==> src/rtl/timer_sequencer_pkg.sv <==
// Shared definitions for the timer sequencer: register addresses, control and
// status bit positions, FSM state encoding and register packing helpers.
package timer_sequencer_pkg;

  // Default register map
  localparam logic [31:0] CNT_CTRL_ADDR_DEF = 32'h0000_010C;
  localparam logic [31:0] SEQ_CTRL_ADDR_DEF = 32'h0000_0110;
  localparam logic [31:0] SEQ_STAT_ADDR_DEF = 32'h0000_0114;

  // Interval counter control register bits
  localparam int CNT_START_BIT = 0;
  localparam int CNT_DONE_BIT  = 1;

  // SEQ_CTRL bits
  localparam int CTRL_START_BIT = 0;
  localparam int CTRL_ABORT_BIT = 1;
  localparam int CTRL_N_LSB     = 8;

  // SEQ_STAT bits
  localparam int STAT_BUSY_BIT    = 0;
  localparam int STAT_DONE_BIT    = 1;
  localparam int STAT_ERR_BIT     = 2;
  localparam int STAT_ABORTED_BIT = 3;
  localparam int STAT_CNT_LSB     = 8;

  typedef enum logic [2:0] {
    ST_IDLE     = 3'd0,
    ST_ARM      = 3'd1,
    ST_WAIT_CLR = 3'd2,
    ST_GAP      = 3'd3,
    ST_POLL     = 3'd4,
    ST_NEXT     = 3'd5,
    ST_FIN      = 3'd6
  } seq_state_e;

  // Build the SEQ_STAT read value
  function automatic logic [31:0] pack_stat(input logic       busy,
                                            input logic       done,
                                            input logic       err,
                                            input logic       aborted,
                                            input logic [7:0] count);
    logic [31:0] v;
    v = 32'h0000_0000;
    v[STAT_BUSY_BIT]       = busy;
    v[STAT_DONE_BIT]       = done;
    v[STAT_ERR_BIT]        = err;
    v[STAT_ABORTED_BIT]    = aborted;
    v[STAT_CNT_LSB +: 8]   = count;
    return v;
  endfunction

  // Build the SEQ_CTRL read value (start/abort are self-clearing and read 0)
  function automatic logic [31:0] pack_ctrl(input logic [7:0] n);
    logic [31:0] v;
    v = 32'h0000_0000;
    v[CTRL_N_LSB +: 8] = n;
    return v;
  endfunction

endpackage

==> src/rtl/timer_sequencer_seq_bus_mux.sv <==
// seq_bus_mux: combinational arbiter between the CPU data port and the
// sequencer's own bus master, plus the CPU read-data select.
// Ports:
//  cpu_req/cpu_address/cpu_dataout/cpu_we  CPU access request
//  seq_req/seq_address/seq_dataout/seq_we  sequencer access request
//  seq_ctrl_rd/seq_stat_rd                 sequencer register read values
//  bus_datain                              peripheral read data
//  address/Dataout/WE                      peripheral bus outputs
//  cpu_datain                              read data to CPU
//  seq_grant                               sequencer owns the bus this cycle
module seq_bus_mux
  import timer_sequencer_pkg::*;
#(
  parameter logic [31:0] SEQ_CTRL_ADDR = SEQ_CTRL_ADDR_DEF,
  parameter logic [31:0] SEQ_STAT_ADDR = SEQ_STAT_ADDR_DEF
) (
  input  logic        cpu_req,
  input  logic [31:0] cpu_address,
  input  logic [31:0] cpu_dataout,
  input  logic        cpu_we,
  input  logic        seq_req,
  input  logic [31:0] seq_address,
  input  logic [31:0] seq_dataout,
  input  logic        seq_we,
  input  logic [31:0] seq_ctrl_rd,
  input  logic [31:0] seq_stat_rd,
  input  logic [31:0] bus_datain,
  output logic [31:0] address,
  output logic [31:0] Dataout,
  output logic        WE,
  output logic [31:0] cpu_datain,
  output logic        seq_grant
);

  logic hit_ctrl_s;
  logic hit_stat_s;

  assign hit_ctrl_s = (cpu_address == SEQ_CTRL_ADDR);
  assign hit_stat_s = (cpu_address == SEQ_STAT_ADDR);

  // Bus owner select: CPU has fixed priority; sequencer registers stay off the bus
  always_comb begin
    address   = 32'h0000_0000;
    Dataout   = 32'h0000_0000;
    WE        = 1'b0;
    seq_grant = 1'b0;
    if (cpu_req) begin
      if (hit_ctrl_s || hit_stat_s) begin
        address = 32'h0000_0000;
        Dataout = 32'h0000_0000;
        WE      = 1'b0;
      end else begin
        address = cpu_address;
        Dataout = cpu_dataout;
        WE      = cpu_we;
      end
    end else if (seq_req) begin
      address   = seq_address;
      Dataout   = seq_dataout;
      WE        = seq_we;
      seq_grant = 1'b1;
    end else begin
      seq_grant = 1'b0;
    end
  end

  // CPU read data: local registers when addressed, peripheral data otherwise
  always_comb begin
    cpu_datain = bus_datain;
    if (hit_ctrl_s) begin
      cpu_datain = seq_ctrl_rd;
    end else if (hit_stat_s) begin
      cpu_datain = seq_stat_rd;
    end else begin
      cpu_datain = bus_datain;
    end
  end

endmodule

==> src/rtl/timer_sequencer.sv <==
// timer_sequencer: bus master that runs N back-to-back intervals of the
// interval counter (start, wait for start to clear, poll done, restart) while
// sharing the peripheral bus with the CPU, which always wins arbitration.
// Ports:
//  clk, rst                               clock, synchronous active-high reset
//  cpu_req/cpu_address/cpu_dataout/cpu_we CPU data port
//  cpu_datain                             CPU read data
//  address/Dataout/WE/bus_datain          peripheral bus
//  irq                                    1-cycle pulse on finish, error, abort
module timer_sequencer
  import timer_sequencer_pkg::*;
#(
  parameter logic [31:0] CNT_CTRL_ADDR = CNT_CTRL_ADDR_DEF,
  parameter logic [31:0] SEQ_CTRL_ADDR = SEQ_CTRL_ADDR_DEF,
  parameter logic [31:0] SEQ_STAT_ADDR = SEQ_STAT_ADDR_DEF,
  parameter int          POLL_GAP      = 16,
  parameter logic [31:0] TIMEOUT       = 32'd500_000_000
) (
  input  logic        clk,
  input  logic        rst,
  input  logic        cpu_req,
  input  logic [31:0] cpu_address,
  input  logic [31:0] cpu_dataout,
  input  logic        cpu_we,
  output logic [31:0] cpu_datain,
  output logic [31:0] address,
  output logic [31:0] Dataout,
  output logic        WE,
  input  logic [31:0] bus_datain,
  output logic        irq
);

  localparam logic [15:0] GAP_LAST = 16'(POLL_GAP - 1);

  seq_state_e  state_r, state_nxt_s;
  logic [7:0]  n_r, n_nxt_s;
  logic [7:0]  count_r, count_nxt_s;
  logic        done_r, done_nxt_s;
  logic        err_r, err_nxt_s;
  logic        aborted_r, aborted_nxt_s;
  logic [15:0] gap_cnt_r, gap_cnt_nxt_s;
  logic [31:0] tmr_r, tmr_nxt_s;
  logic        irq_r, irq_nxt_s;

  logic        ctrl_wr_s;
  logic        wr_start_s;
  logic        wr_abort_s;
  logic [7:0]  wr_n_s;
  logic        seq_req_s;
  logic        seq_we_s;
  logic        seq_grant_s;
  logic        timeout_s;
  logic [7:0]  count_inc_s;
  logic [31:0] ctrl_rd_s;
  logic [31:0] stat_rd_s;

  assign ctrl_wr_s   = cpu_req && cpu_we && (cpu_address == SEQ_CTRL_ADDR);
  assign wr_start_s  = ctrl_wr_s && cpu_dataout[CTRL_START_BIT];
  assign wr_abort_s  = ctrl_wr_s && cpu_dataout[CTRL_ABORT_BIT];
  assign wr_n_s      = cpu_dataout[CTRL_N_LSB +: 8];
  assign seq_req_s   = (state_r == ST_ARM) || (state_r == ST_WAIT_CLR) || (state_r == ST_POLL);
  assign seq_we_s    = (state_r == ST_ARM);
  assign timeout_s   = (tmr_r >= TIMEOUT);
  assign count_inc_s = count_r + 8'd1;
  assign ctrl_rd_s   = pack_ctrl(n_r);
  assign stat_rd_s   = pack_stat(state_r != ST_IDLE, done_r, err_r, aborted_r, count_r);
  assign irq         = irq_r;

  seq_bus_mux #(
    .SEQ_CTRL_ADDR(SEQ_CTRL_ADDR),
    .SEQ_STAT_ADDR(SEQ_STAT_ADDR)
  ) u_mux (
    .cpu_req    (cpu_req),
    .cpu_address(cpu_address),
    .cpu_dataout(cpu_dataout),
    .cpu_we     (cpu_we),
    .seq_req    (seq_req_s),
    .seq_address(CNT_CTRL_ADDR),
    .seq_dataout(32'h0000_0001),
    .seq_we     (seq_we_s),
    .seq_ctrl_rd(ctrl_rd_s),
    .seq_stat_rd(stat_rd_s),
    .bus_datain (bus_datain),
    .address    (address),
    .Dataout    (Dataout),
    .WE         (WE),
    .cpu_datain (cpu_datain),
    .seq_grant  (seq_grant_s)
  );

  // Next-state and register-update logic for the sequencer FSM
  always_comb begin
    state_nxt_s   = state_r;
    n_nxt_s       = n_r;
    count_nxt_s   = count_r;
    done_nxt_s    = done_r;
    err_nxt_s     = err_r;
    aborted_nxt_s = aborted_r;
    gap_cnt_nxt_s = gap_cnt_r;
    irq_nxt_s     = 1'b0;
    // interval timer saturates rather than wrapping back under TIMEOUT
    tmr_nxt_s     = (tmr_r == 32'hFFFF_FFFF) ? tmr_r : (tmr_r + 32'd1);

    if ((state_r != ST_IDLE) && wr_abort_s) begin
      // abort leaves the counter as it is: no cleanup write
      state_nxt_s   = ST_IDLE;
      aborted_nxt_s = 1'b1;
      irq_nxt_s     = 1'b1;
    end else begin
      case (state_r)
        ST_IDLE: begin
          if (wr_start_s && !wr_abort_s) begin
            n_nxt_s       = wr_n_s;
            count_nxt_s   = 8'd0;
            done_nxt_s    = 1'b0;
            err_nxt_s     = 1'b0;
            aborted_nxt_s = 1'b0;
            if (wr_n_s != 8'd0) begin
              state_nxt_s = ST_ARM;
            end else begin
              done_nxt_s = 1'b1;
              irq_nxt_s  = 1'b1;
            end
          end else if (ctrl_wr_s) begin
            n_nxt_s = wr_n_s;
          end else begin
            n_nxt_s = n_r;
          end
        end
        ST_ARM: begin
          tmr_nxt_s = 32'd0;
          if (seq_grant_s) begin
            state_nxt_s = ST_WAIT_CLR;
          end else begin
            state_nxt_s = ST_ARM;
          end
        end
        ST_WAIT_CLR: begin
          if (timeout_s) begin
            state_nxt_s = ST_IDLE;
            err_nxt_s   = 1'b1;
            irq_nxt_s   = 1'b1;
          end else if (seq_grant_s && (bus_datain[CNT_DONE_BIT:CNT_START_BIT] == 2'b00)) begin
            state_nxt_s   = ST_GAP;
            gap_cnt_nxt_s = 16'd0;
          end else begin
            state_nxt_s = ST_WAIT_CLR;
          end
        end
        ST_GAP: begin
          if (timeout_s) begin
            state_nxt_s = ST_IDLE;
            err_nxt_s   = 1'b1;
            irq_nxt_s   = 1'b1;
          end else if (gap_cnt_r >= GAP_LAST) begin
            state_nxt_s = ST_POLL;
          end else begin
            gap_cnt_nxt_s = gap_cnt_r + 16'd1;
          end
        end
        ST_POLL: begin
          if (timeout_s) begin
            state_nxt_s = ST_IDLE;
            err_nxt_s   = 1'b1;
            irq_nxt_s   = 1'b1;
          end else if (seq_grant_s) begin
            if (bus_datain[CNT_DONE_BIT]) begin
              state_nxt_s = ST_NEXT;
            end else begin
              state_nxt_s   = ST_GAP;
              gap_cnt_nxt_s = 16'd0;
            end
          end else begin
            state_nxt_s = ST_POLL;
          end
        end
        ST_NEXT: begin
          count_nxt_s = count_inc_s;
          if (count_inc_s == n_r) begin
            state_nxt_s = ST_FIN;
          end else begin
            state_nxt_s = ST_ARM;
          end
        end
        ST_FIN: begin
          state_nxt_s = ST_IDLE;
          done_nxt_s  = 1'b1;
          irq_nxt_s   = 1'b1;
        end
        default: begin
          state_nxt_s = ST_IDLE;
        end
      endcase
    end
  end

  // State and register storage with synchronous reset
  always_ff @(posedge clk) begin
    if (rst) begin
      state_r   <= ST_IDLE;
      n_r       <= 8'd0;
      count_r   <= 8'd0;
      done_r    <= 1'b0;
      err_r     <= 1'b0;
      aborted_r <= 1'b0;
      gap_cnt_r <= 16'd0;
      tmr_r     <= 32'd0;
      irq_r     <= 1'b0;
    end else begin
      state_r   <= state_nxt_s;
      n_r       <= n_nxt_s;
      count_r   <= count_nxt_s;
      done_r    <= done_nxt_s;
      err_r     <= err_nxt_s;
      aborted_r <= aborted_nxt_s;
      gap_cnt_r <= gap_cnt_nxt_s;
      tmr_r     <= tmr_nxt_s;
      irq_r     <= irq_nxt_s;
    end
  end

endmodule
==> config.mk <==
export PLATFORM = sky130hd
export DESIGN_NAME = timer_sequencer
export DESIGN_NICKNAME = d
export VERILOG_FILES = /design/src/rtl/timer_sequencer_pkg.sv /design/src/rtl/timer_sequencer_seq_bus_mux.sv /design/src/rtl/timer_sequencer.sv
export SDC_FILE = /design/constraint.sdc
export NUM_CORES = 1
export LEC_CHECK = 0
export CAP_MARGIN = 20
export CORE_MARGIN = 2
export CORE_UTILIZATION = 30
export DETAILED_ROUTE_END_ITERATION = 10
export PLACE_DENSITY = 0.63
export SETUP_SLACK_MARGIN = 0.4
export SLEW_MARGIN = 40
export SYNTH_ARGS = -nofsm -noshare
export SYNTH_HDL_FRONTEND = slang
export SYNTH_HIERARCHICAL = 1
export SYNTH_SLANG_ARGS = --single-unit
export TNS_END_PERCENT = 100
==> constraint.sdc <==
create_clock -name clk -period 2.89 [get_ports clk]
set_input_delay 0.289 -clock clk [delete_from_list [all_inputs] [get_ports clk]]
set_output_delay 0.289 -clock clk [all_outputs]
set_load 0.01 [all_outputs]
==> Yosys cells after proc, flatten, opt, wreduce, memory -nomap -nowiden <==
Index checks and enable logic that the tools add are counted.
{ "classes": {"add_sub_neg": 3, "order_cmp": 2, "n_eq_ne": 21, "n_mux": 52, "bitwise": 1, "reduce_logical": 31} }
{ "ops": {"columns": ["cell", "count"], "rows": [
  ["32-bit 2-to-1 mux", 9],
  ["16-bit 2-to-1 mux", 7],
  ["32-bit by 9-bit == test with 1-bit output, second input constant", 2],
  ["16-bit one-hot mux with 3 select lines", 1],
  ["32-bit by 1-bit adder with 32-bit output, second input constant", 1],
  ["32-bit == test, second input constant", 1],
  ["32-bit by 29-bit greater-or-equal comparator with 1-bit output, second input constant", 1],
  ["3-bit 2-to-1 mux", 8],
  ["8-bit 2-to-1 mux", 3],
  ["3-bit one-hot mux with 6 select lines", 1],
  ["16-bit by 1-bit adder with 16-bit output, second input constant", 1],
  ["16-bit by 4-bit greater-or-equal comparator with 1-bit output, second input constant", 1],
  ["1-bit 2-to-1 mux", 16],
  ["2-bit != test, second input constant", 8],
  ["8-bit one-hot mux with 2 select lines", 1],
  ["3-bit AND reduction", 4],
  ["2-bit nonzero test", 6],
  ["3-bit == test, second input constant", 3],
  ["9-bit 2-to-1 mux", 1],
  ["9-bit AND reduction", 1],
  ["8-bit by 1-bit adder with 8-bit output, second input constant", 1],
  ["8-bit == test", 1],
  ["8-bit nonzero test", 1],
  ["1-bit logical AND", 7],
  ["other kinds (17)", 24]
]} }
{ "totals": {"ff_bits": 71, "inputBits": 100, "word_cells": 119} }

==> Depth between registers and ports, before layout <==
Gate-level depths: netlist of the first run.
{ "logic_depth": {"depth_word": 9, "mapped_depth": 13} }

==> Cells and area by module <==
The synthesis of the first run kept the hierarchy.
{ "modules_own_cells": {"columns": ["module", "n_inst", "cells_each", "area_each_um2", "seq_area_each_um2"], "rows": [
  ["timer_sequencer", 1, 460, 3828.7, 1421.4],
  ["seq_bus_mux", 1, 207, 1515.2, 0.0]
]} }

==> Least setup slack after synthesis of the first run <==
OpenSTA, ideal clock, no wires.
{ "synth_timing": {"kind": "register to register", "from": "register state_r[0]", "to": "register gap_cnt_r[9]", "setup_ns": 0.066, "arrival_time_ns": 2.951, "slack_ns": -0.127, "stages_incl_launch_ff": 13, "n_path_buf": 3, "period_less_slack_ns": 3.017, "path_cell_list": "dfxtp_1 -> clkbuf_1 -> xnor2_1 -> o21ai_0 -> nor2b_1 -> clkbuf_1 -> buf_1 -> nor3b_1 -> o21ai_0 -> o41ai_4 -> o21ai_2 -> or4_4 -> a21oi_2"} }
{ "synth_via": {"elab_chain_len": 8, "elab_cells_between_ends": 22, "classes_between": "11 x eq/ne; 3 x mux; 1 x bitwise; 7 x reduce/logical"} }
{ "synth_rtl": {"columns": ["element", "line", "text"], "rows": [
  ["start, declared", "timer_sequencer.sv:35", "seq_state_e state_r, state_nxt_s;"],
  ["start signal, assigned", "timer_sequencer.sv:210", "state_r <= state_nxt_s;"],
  ["3-bit by 1-bit == test with 1-bit output or 3-bit by 2-bit == test with 1-bit output (tied branches)", "timer_sequencer.sv:61", "assign seq_req_s = (state_r == ST_ARM) || (state_r == ST_WAIT_CLR) || (state_r == ST_POLL);"],
  ["1-bit logical OR", "timer_sequencer.sv:61", null],
  ["1-bit logical OR (*)", "timer_sequencer.sv:61", null],
  ["named net seq_req_s", "timer_sequencer.sv:49", "logic seq_req_s;"],
  ["1-bit 2-to-1 mux (*)", "timer_sequencer_seq_bus_mux.sv:57", "end else if (seq_req) begin"],
  ["1-bit 2-to-1 mux (*)", "timer_sequencer_seq_bus_mux.sv:47", "if (cpu_req) begin"],
  ["named net seq_grant_s", "timer_sequencer.sv:51", "logic seq_grant_s;"],
  ["1-bit logical AND", "timer_sequencer.sv:143", "end else if (seq_grant_s && (bus_datain[CNT_DONE_BIT:CNT_START_BIT] == 2'b00)) begin"],
  ["2-bit by 1-bit != test with 1-bit output (no source line)", null, null],
  ["9-bit AND reduction (no source line) (*)", null, null],
  ["end signal, assigned", "timer_sequencer.sv:216", "gap_cnt_r <= gap_cnt_nxt_s;"],
  ["end, declared", "timer_sequencer.sv:41", "logic [15:0] gap_cnt_r, gap_cnt_nxt_s;"]
]} }
Mark *: on every way through the listed nets, which the timed path passes. The rest lies on a longest branch.
A chain may end at the register's enable or synchronous reset.

==> Worst setup path in the final report of the first run <==
{ "layout_timing": {"from": "input cpu_address[19]", "to": "output Dataout[18]"} }
{ "layout_via": {"elab_chain_len": 4, "elab_cells_between_ends": 5, "classes_between": "2 x eq/ne; 2 x mux; 1 x reduce/logical"} }
{ "layout_rtl": {"columns": ["element", "line", "text"], "rows": [
  ["start, declared", "timer_sequencer.sv:22", "input logic [31:0] cpu_address,"],
  ["32-bit by 9-bit == test with 1-bit output, on equally long branches", "timer_sequencer_seq_bus_mux.sv:38, timer_sequencer_seq_bus_mux.sv:39", null],
  ["1-bit logical OR (*)", "timer_sequencer_seq_bus_mux.sv:48", "if (hit_ctrl_s || hit_stat_s) begin"],
  ["32-bit 2-to-1 mux (*)", "timer_sequencer_seq_bus_mux.sv:48", null],
  ["32-bit 2-to-1 mux (*)", "timer_sequencer_seq_bus_mux.sv:47", null],
  ["end, declared", "timer_sequencer.sv:27", "output logic [31:0] Dataout,"]
]} }
Every way passes the cells marked *; elsewhere a longest branch is shown, timed or not.

==> flow_summary.ini, run 1 <==
[grt]
initial_antenna_violation_count = 1
overflow = 0
largest_net_degree_at_the_start_of_global_routing = 36
groute.usage.overall_pct = 20.5
grt_first_pass_wirelength_um = 30600
vias_in_the_first_global_route = 5643

[timing]
achievable-frequency_mhz = 394
fin_crit_sh_pct = 87.9
period_minus_slack_ns = 2.54
final_max_slew_viol_count = 0
setup_viol = 0
clock_skew_ns = 0.00917
unrepaired_setup_endpoints_after_global_routing = true
worst_slew_pin_slew_ns = 0.719
relSlewSlack_pct = 52.0
timing_hold_violations_final = 0

[die]
die_width_um = 137
die_ar_sq_um = 18900
floorplan.io_pins = 198
core_region_area_sq_um = 17400
die_height_um = 137
initial_core_util_pct = 30.8
core.rowCount = 48

[routing]
routed_wl_um = 19800
antenna_violating_nets_post_route = 0
detail_route.vias_per_cell = 5.02
drt_pre_antenna_iters = 5
wire_per_inst_um = 16.3
drt_iter0_drc = 280
routed-via-count = 6095
remaining_drc_errors = 0

[power]
internal_power_mw = 1.84
switching_share_pct = 25.3
comb_power_share_pct = 20.9
power_leakage_nw = 3.54
cellPowerDensity_nw_per_um2 = 289
seq_power_share_pct = 40.2
fin_total_pwr_mw = 2.46
switching_power_of_the_nets_mw = 0.621
p_clk_share_pct = 39.0
ir_drop_mv = 0.336

[cells_and_area]
post_layout_inst_area_sq_um = 8490
num-nets-final = 1088
layout_stage_area_growth_over_the_synthesis_result_pct = 58.9
fillCellCount = 1773
layout-drive-gt1-share_pct = 11.4

[cts]
ctsRootBufferMaster = clkbuf_16
h_tree_depth = 3
quantity_of_hold_fixing_buffers_added_after_cts = 0
path_clk_slew_ns = 0.06
ctsLongestPathBuffers = 2
clock_latency_late_sink_ns = 0.33
cts_made_buffers = 9
clkSinkCount = 71
cts_tree = done

[synth]
ys_types = 64
synth.top_cell.area_share_pct = 26.6
yosys_warnings = 6
postSynth.asyncResetShare_pct = 0
seq_area_frac_synth_pct = 26.6
synth-edff-count = 0
post_synth_instance_area_sq_um = 5340
synth.top_cells.by_count = o21ai_0, dfxtp_1, nor2_1
yosys.cell_count.top_type = o21ai_0
post_synth.cell_area_avg_sq_um = 8.01
synth.top_cells.by_area = dfxtp_1, mux2i_1, o21ai_0
postSynthCellCount = 667
synth_seq_cells = 71
dominantRegCellSynth = dfxtp_1
synth_area_leader_cell = dfxtp_1

[setup_path]
critical_path.endpoint = Dataout[18]
path_max_fanout = 16
worst-r2r-cell-count = 11
crit_path_start = cpu_address[19]
setup.worst_path.end_class = primary output
worst-endpoint-arrival_ns = 2.25
timing_worst_setup_path_type = input pin to primary output
timing.reg2reg.setup_slack_ns = 0.61
start_kind = input pin
critical_path.reg2reg.startpoint = state_r[1]
endpoint_of_the_worst_slack_reg_to_reg_timing_path = gap_cnt_r[0]
cp_data_required_time_ns = 2.60

[status]
result_of_the_run = completed

[placement]
routabilityCongestion = 0.807
port_buffers = 197
placed_area_sq_um = 8120
hpwl_detailed_um = 14600

[job]
max_cap_violations = 0

[hold_path]
min-delay-path-class = flop to flop
## cells by family after synthesis
logic type / count (synthesis) / share of synthesized area [%]
AND/OR/NAND/NOR: 239 / 25.0
adder cells (fa/ha/maj): 4 / 0.937
multiplexers: 40 / 7.49
other: 2 / 0.141
XOR/XNOR: 44 / 7.21
buffers and inverters: 62 / 5.17
flip-flops: 71 / 26.6
AO/OA/AOI/OAI: 205 / 27.5
## critical path: stages
cell	delay, ns
clkdlybuf4s50_1	0.47
nor4_4	0.22
nand4_1	0.19
or2_4	0.35
buf_12	0.17
a32o_1	0.25
dlygate4sd2_1	0.29
## power groups by stage
stage          Clock (mW)  Combinational [mW]  Sequential (mW)
2_1_floorplan           0               0.195             1.01
3_3_place_gp            0               0.549             1.01
3_5_place_dp            0               0.548             1.01
4_1_cts              1.00               0.516            0.987
5_1_grt              1.04               0.555            0.987
6_report            0.958               0.513            0.987
## registers in the layout, summed over array words and instances (netlist names)
| register | cells |
|---|---|
| irq | 1 |
| state_r | 3 |
| tmr_r | 32 |
| err_r | 1 |
| count_r | 8 |
| aborted_r | 1 |
| done_r | 1 |
| gap_cnt_r | 16 |
| n_r | 8 |
## how the worst min path moves through the flow
stage                  startpoint       endpoint  slack [ns]  cells after the start
floorplan            gap_cnt_r[8]   gap_cnt_r[8]        0.42                      2
global placement     gap_cnt_r[8]   gap_cnt_r[8]        0.43                      2
detailed placement   gap_cnt_r[8]   gap_cnt_r[8]        0.45                      2
CTS                  gap_cnt_r[8]   gap_cnt_r[8]        0.46                      2
global route        gap_cnt_r[15]  gap_cnt_r[15]        0.46                      2
finish               gap_cnt_r[8]   gap_cnt_r[8]        0.45                      2
## cell usage in the layout, fill, tap and decap left out, types with 6 or more instances in the layout
cell type        netlist  routed
mux2i_1               40      40
o31ai_1                6       6
inv_1                 13      13
nand4_1               24      24
nor2_1                64      64
xnor2_1               22      22
a21oi_1               23      23
conb_1                 2     108
dfxtp_1               71      69
clkbuf_2               0      23
a31oi_1                8       8
a22o_1                28      28
clkdlybuf4s50_1        0     107
clkbuf_16              0       9
and4_1                 8       8
dlygate4sd2_1          0      52
xor2_1                22      22
and3_1                18      18
buf_12                 0       6
o21ai_0               75      69
dlymetal6s2s_1         0      13
a32o_1                36      36
o21ai_1                1       7
nor3_1                18      17
nor4_1                15      13
and2_1                 8       8
buf_4                  2      39
nand3_1               19      19
nand2_1               26      26
## metrics by stage
step	setup slack, ns	util (%)	TNS (ns)	hold slack (ns)	std cells
detailed placement	-0.0666	46.8	-0.385	0.447	1187
finish	0.351	48.9	0	0.449	1213
CTS	0.359	48.9	0	0.456	1210
global route	0.269	48.9	0	0.464	1213
floorplan	0.401	-	0	0.417	773
global placement	-0.0736	46.8	-0.482	0.434	1187
## repair_timing
action,in CTS,in global routing
setup endpoints to repair,83,81
pin swaps,11,4
gates cloned,4,0
setup buffers,5,2
gates resized for setup,95,64
## area by class of cell
cell class	instances	area [sq um]	share of cell area, %
inverters	14	52.6	0.619
multi-input cells	640	4110	48.4
well taps	225	282	3.31
clock inverters	4	25.0	0.295
repair buffers	248	2370	27.9
flip-flops and latches	71	1420	16.8
clock buffers	10	229	2.70
diodes	1	2.50	0.0295
## metal layers
metal  vias to the layer above  GRT usage [%]  wire length [um]
met1                      2828           24.7              8280
met5                         -              0                 0
li1                       3073              -                 -
met4                         0           4.70               332
met2                       172           37.1              9750
met3                        22           4.12              1430
Power figures use the tool's default switching activity.
==> run 2: changes to the inputs <==
--- a/config.mk
+++ b/config.mk
@@ -12,5 +12,4 @@
 export PLACE_DENSITY = 0.63
 export SETUP_SLACK_MARGIN = 0.4
-export SLEW_MARGIN = 40
 export SYNTH_ARGS = -nofsm -noshare
 export SYNTH_HDL_FRONTEND = slang
==> constraint.sdc (replaced) <==
create_clock -name clk -period 2.89 [get_ports clk]
set_input_delay 0.4335 -clock clk [delete_from_list [all_inputs] [get_ports clk]]
set_output_delay 0.4335 -clock clk [all_outputs]
set_load 0.01 [all_outputs]
==> flow_summary.ini, run 2 (same netlist as run 1, synthesis figures left out) <==
[status]
result_of_the_run = completed

[die]
floorplan.io_pins = 198
core_region_area_sq_um = 17400
initial_core_util_pct = 30.8
die_height_um = 137
core.rowCount = 48
die_ar_sq_um = 18900
die_width_um = 137

[timing]
setup_viol = 0
period_minus_slack_ns = 2.51
final_max_slew_viol_count = 0
timing_hold_violations_final = 0
unrepaired_setup_endpoints_after_global_routing = true
achievable-frequency_mhz = 398
worst_slew_pin_slew_ns = 0.690
fin_crit_sh_pct = 86.9
relSlewSlack_pct = 53.9
clock_skew_ns = 0.00880

[grt]
grt_first_pass_wirelength_um = 31000
largest_net_degree_at_the_start_of_global_routing = 36
initial_antenna_violation_count = 1
groute.usage.overall_pct = 20.8
vias_in_the_first_global_route = 5748
overflow = 0

[setup_path]
timing_worst_setup_path_type = input pin to primary output
setup.worst_path.end_class = primary output
timing.reg2reg.setup_slack_ns = 0.58
cp_data_required_time_ns = 2.46
critical_path.reg2reg.startpoint = state_r[1]
path_max_fanout = 16
worst-r2r-cell-count = 12
endpoint_of_the_worst_slack_reg_to_reg_timing_path = gap_cnt_r[0]
start_kind = input pin
worst-endpoint-arrival_ns = 2.08
crit_path_start = cpu_address[16]

[routing]
wire_per_inst_um = 16.5
drt_pre_antenna_iters = 5
drt_iter0_drc = 300
routed_wl_um = 20400
antenna_violating_nets_post_route = 0
remaining_drc_errors = 0
detail_route.vias_per_cell = 5.06
routed-via-count = 6282

[cells_and_area]
most-common-layout-cells = conb_1, clkdlybuf4s50_1, dfxtp_1, nor2_1
fillCellCount = 1716
largest_register_ffs = 32
top_register = tmr_r
mostFrequentLayoutCell = conb_1
layout_stage_area_growth_over_the_synthesis_result_pct = 63.0
largestRegisters = tmr_r (32), gap_cnt_r (16)
layoutNonFillerInstCount = 1242
layout-drive-gt1-share_pct = 19.9
num-nets-final = 1116

[cts]
cts_tree = done
h_tree_depth = 3
clkSinkCount = 71
cts_made_buffers = 9
path_clk_slew_ns = 0.06
ctsRootBufferMaster = clkbuf_16
clock_latency_late_sink_ns = 0.33
quantity_of_hold_fixing_buffers_added_after_cts = 0
ctsLongestPathBuffers = 2

[power]
ir_drop_mv = 0.374
cellPowerDensity_nw_per_um2 = 300
fin_total_pwr_mw = 2.61
power_leakage_nw = 3.62

[hold_path]
holdPathStages = 2
min-delay-path-class = flop to flop
hold_path_startpoint = gap_cnt_r[8]
timing.hold.worst_endpoint = gap_cnt_r[8]

[placement]
routabilityCongestion = 0.831
port_buffers = 197
dp.cells = 1214
hpwl_detailed_um = 15400

[job]
max_cap_violations = 0
-- run 2: worst max-delay path, cell delays in order --
cell and delay (ns):
buf_6 0.10, nor4_2 0.28, nand4_1 0.15, buf_6 0.16, buf_4 0.14, bufbuf_16 0.28, o21ai_0 0.17, o21ai_0 0.12
clkdlybuf4s15_1 0.25
-- run 2: through the flow --
stage | util (%) | hold WS (ns) | setup WS (ns) | instance area, sq um | setup TNS (ns)
final | 50.2 | 0.440 | 0.380 | 8710 | 0
after global routing | 50.2 | 0.462 | 0.306 | 8710 | 0
after CTS | 49.5 | 0.444 | 0.379 | 8590 | 0
after detailed placement | 48.1 | 0.434 | -0.506 | 8350 | -21.58
after global placement | 48.1 | 0.435 | -0.467 | 8350 | -19.60
after floorplan | - | 0.417 | 0.401 | 5770 | 0
-- run 2: report_power, final --
part,internal [mW],total [mW],switching (mW)
Combinational,0.306,0.546,0.240
Clock,0.664,1.08,0.414
Sequential,0.983,0.987,0.00416
Total,1.95,2.61,0.658
-- run 2: layer usage --
layer / up-vias / GRT usage (%) / share of wire, %
met5: - / 0 / 0
met3: 33 / 3.50 / 7.1
met1: 2900 / 25.8 / 42
met2: 204 / 36.4 / 48
met4: 0 / 7.04 / 2.3
li1: 3145 / - / -
-- run 2: worst max-delay path by stage --
stage | end | slack (ns) | cells past startpoint
after floorplan | gap_cnt_r[9] | 0.40 | 12
after global placement | cpu_datain[8] | -0.47 | 7
after detailed placement | cpu_datain[8] | -0.51 | 7
after CTS | Dataout[13] | 0.38 | 8
after global routing | cpu_datain[17] | 0.31 | 7
final | cpu_datain[25] | 0.38 | 9
-- run 2: layout make-up --
type	count	area (sq um)	area share (%)
well taps	225	282	3.23
inverters	14	52.6	0.603
diodes	1	2.50	0.0287
clock buffers	10	229	2.63
multi-input cells	640	4160	47.8
repair buffers	276	2500	28.7
clock inverters	5	60.1	0.690
flip-flops and latches	71	1420	16.3
-- run 2: repair_timing --
action	in CTS	in global routing
pin swaps	21	34
gates cloned	4	2
setup endpoints to repair	121	84
gates resized for setup	333	48
buffers inserted	5	1
